**src/rtl/uart_tx_fifo.sv**
```systemverilog
// uart_tx_fifo: transmit byte buffer that feeds uart_tx.
//
// Writes land in a power-of-two circular buffer. Write requests are counted
// either once per rising edge of wr_strobe or once per clk cycle while it is high.
// A four-state drain FSM takes one entry per uart frame and hands it to uart_tx.
// The FSM is paced by the baud_x1 tick and uses tx_ready as the handshake.
//
// Parameters
//   DATA_WIDTH   entry / tx_data width
//   ADDR_WIDTH   depth = 2**ADDR_WIDTH
//   STROBE_EDGE  1: one write per rising edge of wr_strobe, 0: one per cycle
//   AFULL_LEVEL  afull threshold (count >= AFULL_LEVEL)
//
// Ports
//   clk, reset_n         clock, asynchronous active-low reset
//   baud_x1              one-clk-wide baud tick
//   wr_data, wr_strobe   enqueue side
//   tx_ready             uart_tx idle flag
//   tx_data, tx_strobe   byte and start request to uart_tx
//   empty, full, afull   registered occupancy flags
//   count                registered occupancy (wptr - rptr)
//   overflow, ovf_clr    sticky dropped-write flag and its clear
//
// Optional build macro UART_FIFO_CRLF_EN makes the FIFO send 8'h0D before
// every queued 8'h0A. The macro has no effect unless DATA_WIDTH == 8.

module uart_tx_fifo #(
    parameter int unsigned DATA_WIDTH  = 8,
    parameter int unsigned ADDR_WIDTH  = 4,
    parameter int unsigned STROBE_EDGE = 1,
    parameter int unsigned AFULL_LEVEL = 2**ADDR_WIDTH - 2
) (
    input  logic                  clk,
    input  logic                  reset_n,
    input  logic                  baud_x1,
    input  logic [DATA_WIDTH-1:0] wr_data,
    input  logic                  wr_strobe,
    input  logic                  tx_ready,
    output logic [DATA_WIDTH-1:0] tx_data,
    output logic                  tx_strobe,
    output logic                  empty,
    output logic                  full,
    output logic                  afull,
    output logic [ADDR_WIDTH:0]   count,
    output logic                  overflow,
    input  logic                  ovf_clr
);

    localparam int unsigned DEPTH = 2**ADDR_WIDTH;
    localparam int unsigned PTR_W = ADDR_WIDTH + 1;

    typedef enum logic [1:0] {
        S_IDLE   = 2'd0,
        S_STROBE = 2'd1,
        S_BUSY   = 2'd2,
        S_DONE   = 2'd3
    } state_t;

    state_t                state;
    state_t                state_d;

    logic [DATA_WIDTH-1:0] mem [DEPTH];
    logic [PTR_W-1:0]      wptr;
    logic [PTR_W-1:0]      rptr;
    logic [PTR_W-1:0]      wptr_d;
    logic [PTR_W-1:0]      rptr_d;
    logic [PTR_W-1:0]      count_d;
    logic                  wr_strobe_q;

    logic                  wr_req_c;
    logic                  wr_en_c;
    logic                  wr_drop_c;
    logic                  start_c;
    logic                  pop_c;
    logic                  insert_cr_c;
    logic [DATA_WIDTH-1:0] rd_entry_c;
    logic [DATA_WIDTH-1:0] tx_data_d;
    logic                  tx_strobe_d;

    // Write request qualification; the full check uses the pre-cycle flag.
    always_comb begin
        wr_req_c  = (STROBE_EDGE != 0) ? (wr_strobe & ~wr_strobe_q) : wr_strobe;
        wr_en_c   = wr_req_c & ~full;
        wr_drop_c = wr_req_c & full;
    end

    // Combinational read of the head entry.
    always_comb begin
        rd_entry_c = mem[rptr[ADDR_WIDTH-1:0]];
    end

    // A frame may start only on a tick with data queued and uart_tx idle.
    always_comb begin
        start_c = baud_x1 & ~empty & tx_ready;
    end

`ifdef UART_FIFO_CRLF_EN
    localparam bit CRLF_ACTIVE = (DATA_WIDTH == 8);

    logic cr_sent;

    // A queued LF is preceded by a CR frame that does not pop the buffer.
    always_comb begin
        insert_cr_c = CRLF_ACTIVE && !cr_sent && (rd_entry_c == DATA_WIDTH'(8'h0A));
    end

    // cr_sent records whether the last frame started was an inserted CR.
    always_ff @(posedge clk or negedge reset_n) begin
        if (!reset_n) begin
            cr_sent <= 1'b0;
        end else if (state == S_IDLE && start_c) begin
            cr_sent <= insert_cr_c;
        end
    end
`else
    always_comb begin
        insert_cr_c = 1'b0;
    end
`endif

    // Drain FSM: state register.
    always_ff @(posedge clk or negedge reset_n) begin
        if (!reset_n) begin
            state <= S_IDLE;
        end else begin
            state <= state_d;
        end
    end

    // Drain FSM: next state.
    always_comb begin
        state_d = state;
        case (state)
            S_IDLE:   if (start_c)               state_d = S_STROBE;
            S_STROBE: if (baud_x1)               state_d = S_BUSY;
            S_BUSY:   if (baud_x1 && !tx_ready)  state_d = S_DONE;
            S_DONE:   if (baud_x1 && tx_ready)   state_d = S_IDLE;
            default:                             state_d = S_IDLE;
        endcase
    end

    // Drain FSM: pop, next tx_data and next tx_strobe.
    always_comb begin
        pop_c       = 1'b0;
        tx_data_d   = tx_data;
        tx_strobe_d = tx_strobe;
        case (state)
            S_IDLE: begin
                if (start_c) begin
                    tx_strobe_d = 1'b1;
                    if (insert_cr_c) begin
                        tx_data_d = DATA_WIDTH'(8'h0D);
                    end else begin
                        tx_data_d = rd_entry_c;
                        pop_c     = 1'b1;
                    end
                end
            end
            S_STROBE: begin
                if (baud_x1) begin
                    tx_strobe_d = 1'b0;
                end
            end
            default: begin
            end
        endcase
    end

    // Next pointers; count is their difference so both sides stay consistent.
    always_comb begin
        wptr_d  = wr_en_c ? (wptr + PTR_W'(1)) : wptr;
        rptr_d  = pop_c   ? (rptr + PTR_W'(1)) : rptr;
        count_d = wptr_d - rptr_d;
    end

    // Pointers, status flags and uart_tx outputs.
    always_ff @(posedge clk or negedge reset_n) begin
        if (!reset_n) begin
            wptr        <= '0;
            rptr        <= '0;
            wr_strobe_q <= 1'b0;
            count       <= '0;
            empty       <= 1'b1;
            full        <= 1'b0;
            afull       <= 1'b0;
            overflow    <= 1'b0;
            tx_data     <= '0;
            tx_strobe   <= 1'b0;
        end else begin
            wptr        <= wptr_d;
            rptr        <= rptr_d;
            wr_strobe_q <= wr_strobe;
            count       <= count_d;
            empty       <= (count_d == '0);
            full        <= (count_d == PTR_W'(DEPTH));
            afull       <= (count_d >= PTR_W'(AFULL_LEVEL));
            // A drop in the same cycle as a clear leaves the flag set.
            overflow    <= wr_drop_c | (overflow & ~ovf_clr);
            tx_data     <= tx_data_d;
            tx_strobe   <= tx_strobe_d;
        end
    end

    // Storage; contents are intentionally not reset.
    always_ff @(posedge clk) begin
        if (wr_en_c) begin
            mem[wptr[ADDR_WIDTH-1:0]] <= wr_data;
        end
    end

endmodule

```
**config.mk**
```make
export PLATFORM = sky130hd
export DESIGN_NAME = uart_tx_fifo
export DESIGN_NICKNAME = d
export VERILOG_FILES = /design/src/rtl/uart_tx_fifo.sv
export SDC_FILE = /design/constraint.sdc
export NUM_CORES = 1
export LEC_CHECK = 0
export BUFFER_PORTS_ARGS = -buffer_cell sky130_fd_sc_hd__buf_2
export CAP_MARGIN = 20
export CORE_MARGIN = 10
export CORE_UTILIZATION = 60
export DETAILED_ROUTE_END_ITERATION = 6
export HOLD_SLACK_MARGIN = 0.06
export PLACE_DENSITY = 0.79
export SYNTH_ARGS = -nofsm -noshare
export SYNTH_HDL_FRONTEND = slang
export SYNTH_SLANG_ARGS = --single-unit
```
**constraint.sdc**
```tcl
create_clock -name clk -period 7.07 [get_ports clk]
set_input_delay 0.707 -clock clk [delete_from_list [all_inputs] [get_ports clk]]
set_output_delay 0.707 -clock clk [all_outputs]
set_load 0.02 [all_outputs]
```
==> results.sh <==
export IMPL_power_switching_mw=1.03
export IMPL_drt_total_wl_mm=11.8
export IMPL_grt_pass1_vias=3304
export IMPL_power_density_nw_per_um2=416
export IMPL_drt_iter0_drc=333
export IMPL_postLayoutCoreUtil_pct=70.9
export IMPL_postCtsSetupBuffers=0
export IMPL_cts_root_buffer="clkbuf_8"
export IMPL_port_buffers=31
export IMPL_cts_buffers=17
export IMPL_crit_buf_inv=2
export IMPL_synth_area_um2=6490
export IMPL_reg2reg_to="empty$_DFF_PN1_"
export IMPL_grt_antenna_before_repair=0
export IMPL_synth_ff_latch_count=159
export IMPL_tns_ps=0
export IMPL_cts_repair_resized=0
export IMPL_cp_max_fo=18
export IMPL_slew_headroom_pct=42.8
export IMPL_grt_pass1_wl_mm=19.1
export IMPL_pwr_share_seq_pct=41.1
export IMPL_crit_required_ps=7500
export IMPL_rsz0062_at_grt="false"
export IMPL_power_internal_mw=2.04
export IMPL_post_route_period_util_pct=43.4
export IMPL_post_route_drc_count=0
export IMPL_startpoint_type="flop"
export IMPL_synth_edf_count=128
export IMPL_ys_flop_type="edfxtp_1"
export IMPL_yosysMostFrequentCell="edfxtp_1"
export IMPL_dp_cells=492
export IMPL_peakVddDrop_uv=250
export IMPL_first_pass_iters=5
export IMPL_via_per_inst=6.05
export IMPL_min_period_ps=3070
export IMPL_netlist_instances=334
export IMPL_cp_slowest_stage_delay_ps=420
export IMPL_track_usage_pct=16.7
export IMPL_use_met2_pct=26.8
export IMPL_cts_tree="done"
export IMPL_synth_common_cells="edfxtp_1 (128), mux4_2 (40), dfrtp_1 (30), ha_1 (12), nor2_1 (12)"
export IMPL_wl_per_cell_um=22.6
export IMPL_power_frac_comb_pct=30.2
export IMPL_worstSetupStartpoint="state[0]$_DFFE_PN0P_"
export IMPL_ant_nets=0
export IMPL_worst_slew_pin_slew_ps=858
export IMPL_drive_gt1_share_pct=33.8
export IMPL_die_height_um=124
export IMPL_path_cells="inv_1 > ha_1 > nand4b_4 > xnor2_1 > ha_1 > inv_1 > fa_1 > o21a_1 > a22oi_1 > nand3_1 > o2bb2ai_2 > nor4_1"
export IMPL_cap_violations=0
export IMPL_num_io_pins=32
export IMPL_clock_sinks=159
export IMPL_hold_viol=0
export IMPL_crit_slowest_cell="dfrtp_1"
export IMPL_p_leak_nw=2.61
export IMPL_clkPwrFrac_pct=28.7
export IMPL_grt_max_degree=36
export IMPL_slew_violations=0
export IMPL_yosysTopAreaCellShare_pct=59.2
export IMPL_place_gp_congestion=0.811
export IMPL_yosysSeqAreaShare_pct=71.1
export IMPL_crit_end="empty$_DFF_PN1_"
export IMPL_fin_cells=524
export IMPL_path_class="flop to flop"
export IMPL_status="completed"
export IMPL_clk_pin_slew_ps=70
export IMPL_hold_path_class="input port to asynchronous set/reset pin"
export IMPL_yosysWarnings=0
export IMPL_r2r_slack_ps=4000
export IMPL_dieArea_um2=15400
export IMPL_dieWidth_um=124
export IMPL_synthArstFlopShare_pct=19.5
export IMPL_cts_max_level=4
export IMPL_syn_avg_cell_area_um2=19.4
export IMPL_path_delay_family="adder cells"
export IMPL_cts_hold_buf=0
export IMPL_gr_total_overflow=0
export IMPL_top_usage_layer="met2"
export IMPL_yosys_area_top_type="edfxtp_1"
export IMPL_worstSetupEndpointType="flop"
export IMPL_diodes=0
export IMPL_cp_arrival_ps=3490
export IMPL_use_met1_pct=22.3
export IMPL_row_count=37
export IMPL_crit_cells=12
export IMPL_r2r_start="state[0]$_DFFE_PN0P_"
export IMPL_fmax_mhz=326
export IMPL_dpl_hpwl_mm=7.75
export IMPL_start_util_pct=62.4
export IMPL_syn_to_final_growth_pct=13.8
export IMPL_core_area_um2=10400
export IMPL_insertion_delay_ps=530
export IMPL_final_nets=402
export IMPL_netSwitchingFraction_pct=33.5
export IMPL_setup_viol=0
export IMPL_vias=3172
export IMPL_skew_ps=14.3
export IMPL_syn_num_nets=361
export IMPL_synth_area_leaders="edfxtp_1 (59%), mux4_2 (14%), dfrtp_1 (12%), ha_1 (2.3%), mux2_2 (1.4%)"
export IMPL_grt_use_met3_pct=4.57
export IMPL_worst_r2r_cell_count=12
export IMPL_cts_path_max_buffers=2
export IMPL_yosys_cell_types_count=49
==> worst reg2reg max path, delay by kind of cell, from the launching register on <==
kind,cells,cell delay (ps)
AOI/OAI and AO/OA,3,480
xor gates and xnor gates,1,310
adders and majority gates,3,880
buffers and inverters,2,180
DFF,1,420
and+or+nand+nor,3,710
==> cell families after synthesis <==
group | synth area share [%]
compound gates | 2.83
xor+xnor | 1.04
fa+ha+maj | 2.77
buf+inv | 1.77
flops | 71.1
mux | 15.4
simple gates | 5.03
==> per-stage QoR <==
step	total power, mW	cell area [um^2]	setup slack (ps)	hold slack (ps)
5_1_grt	3.24	7390	3680	255
4_1_cts	3.10	7390	4000	224
6_report	3.07	7390	4000	218
3_3_place_gp	2.17	6790	3960	488
2_1_floorplan	1.96	6490	4210	411
3_5_place_dp	2.21	6790	3930	493
==> sequential cells by signal, indices dropped and copies added, names as in the netlist <==
signal and count:
mem 128, tx_data 8, count 5, rptr 5, wptr 5, state 2, afull 1, empty 1
full 1, overflow 1, tx_strobe 1, wr_strobe_q 1
==> layout by cell type, fill, tap and decap left out, drive strengths merged, types with 5 or more instances in the layout <==
master  instances
mux4           40
mux2            8
clkinv          7
nor3            7
inv            19
o21ai          11
nand2          11
nor2           12
edfxtp        128
xnor2           5
buf            36
ha             12
dfrtp          30
nand2b          5
clkbuf         17
==> worst min path at each step <==
stage                           start                     end  slack (ps)  depth (start not counted)
2_1_floorplan                 reset_n         afull$_DFF_PN0_         410                          0
3_3_place_gp   tx_data[1]$_DFFE_PN0N_  tx_data[1]$_DFFE_PN0N_         490                          1
3_5_place_dp   tx_data[5]$_DFFE_PN0N_  tx_data[5]$_DFFE_PN0N_         490                          1
4_1_cts                       reset_n      overflow$_DFF_PN0_         220                          1
5_1_grt                       reset_n         afull$_DFF_PN0_         250                          1
6_report                      reset_n      overflow$_DFF_PN0_         220                          1
==> power by group through the flow <==
stage	registers [mW]	logic, mW	clock network (mW)
after detailed placement	1.28	0.925	0
after CTS	1.27	0.940	0.895
final	1.26	0.929	0.881
after global placement	1.27	0.894	0
after global routing	1.28	1.02	0.939
after floorplan	1.25	0.711	0
==> routing by layer <==
| metal | wire [um] | vias up |
|---|---|---|
| met5 | 0 | - |
| met3 | 894 | 8 |
| met1 | 4620 | 1642 |
| met2 | 6260 | 108 |
| li1 | - | 1414 |
| met4 | 59 | 0 |
==> final cells by class <==
class | count | area, um^2
fillers | 642 | 3030
clock inverters | 15 | 189
repair buffers | 36 | 193
well taps | 136 | 170
clock buffers | 17 | 414
multi-input cells | 150 | 1760
inverters | 11 | 41.3
flip-flops and latches | 159 | 4620
Note: power is estimated with default switching activity, not from simulation.
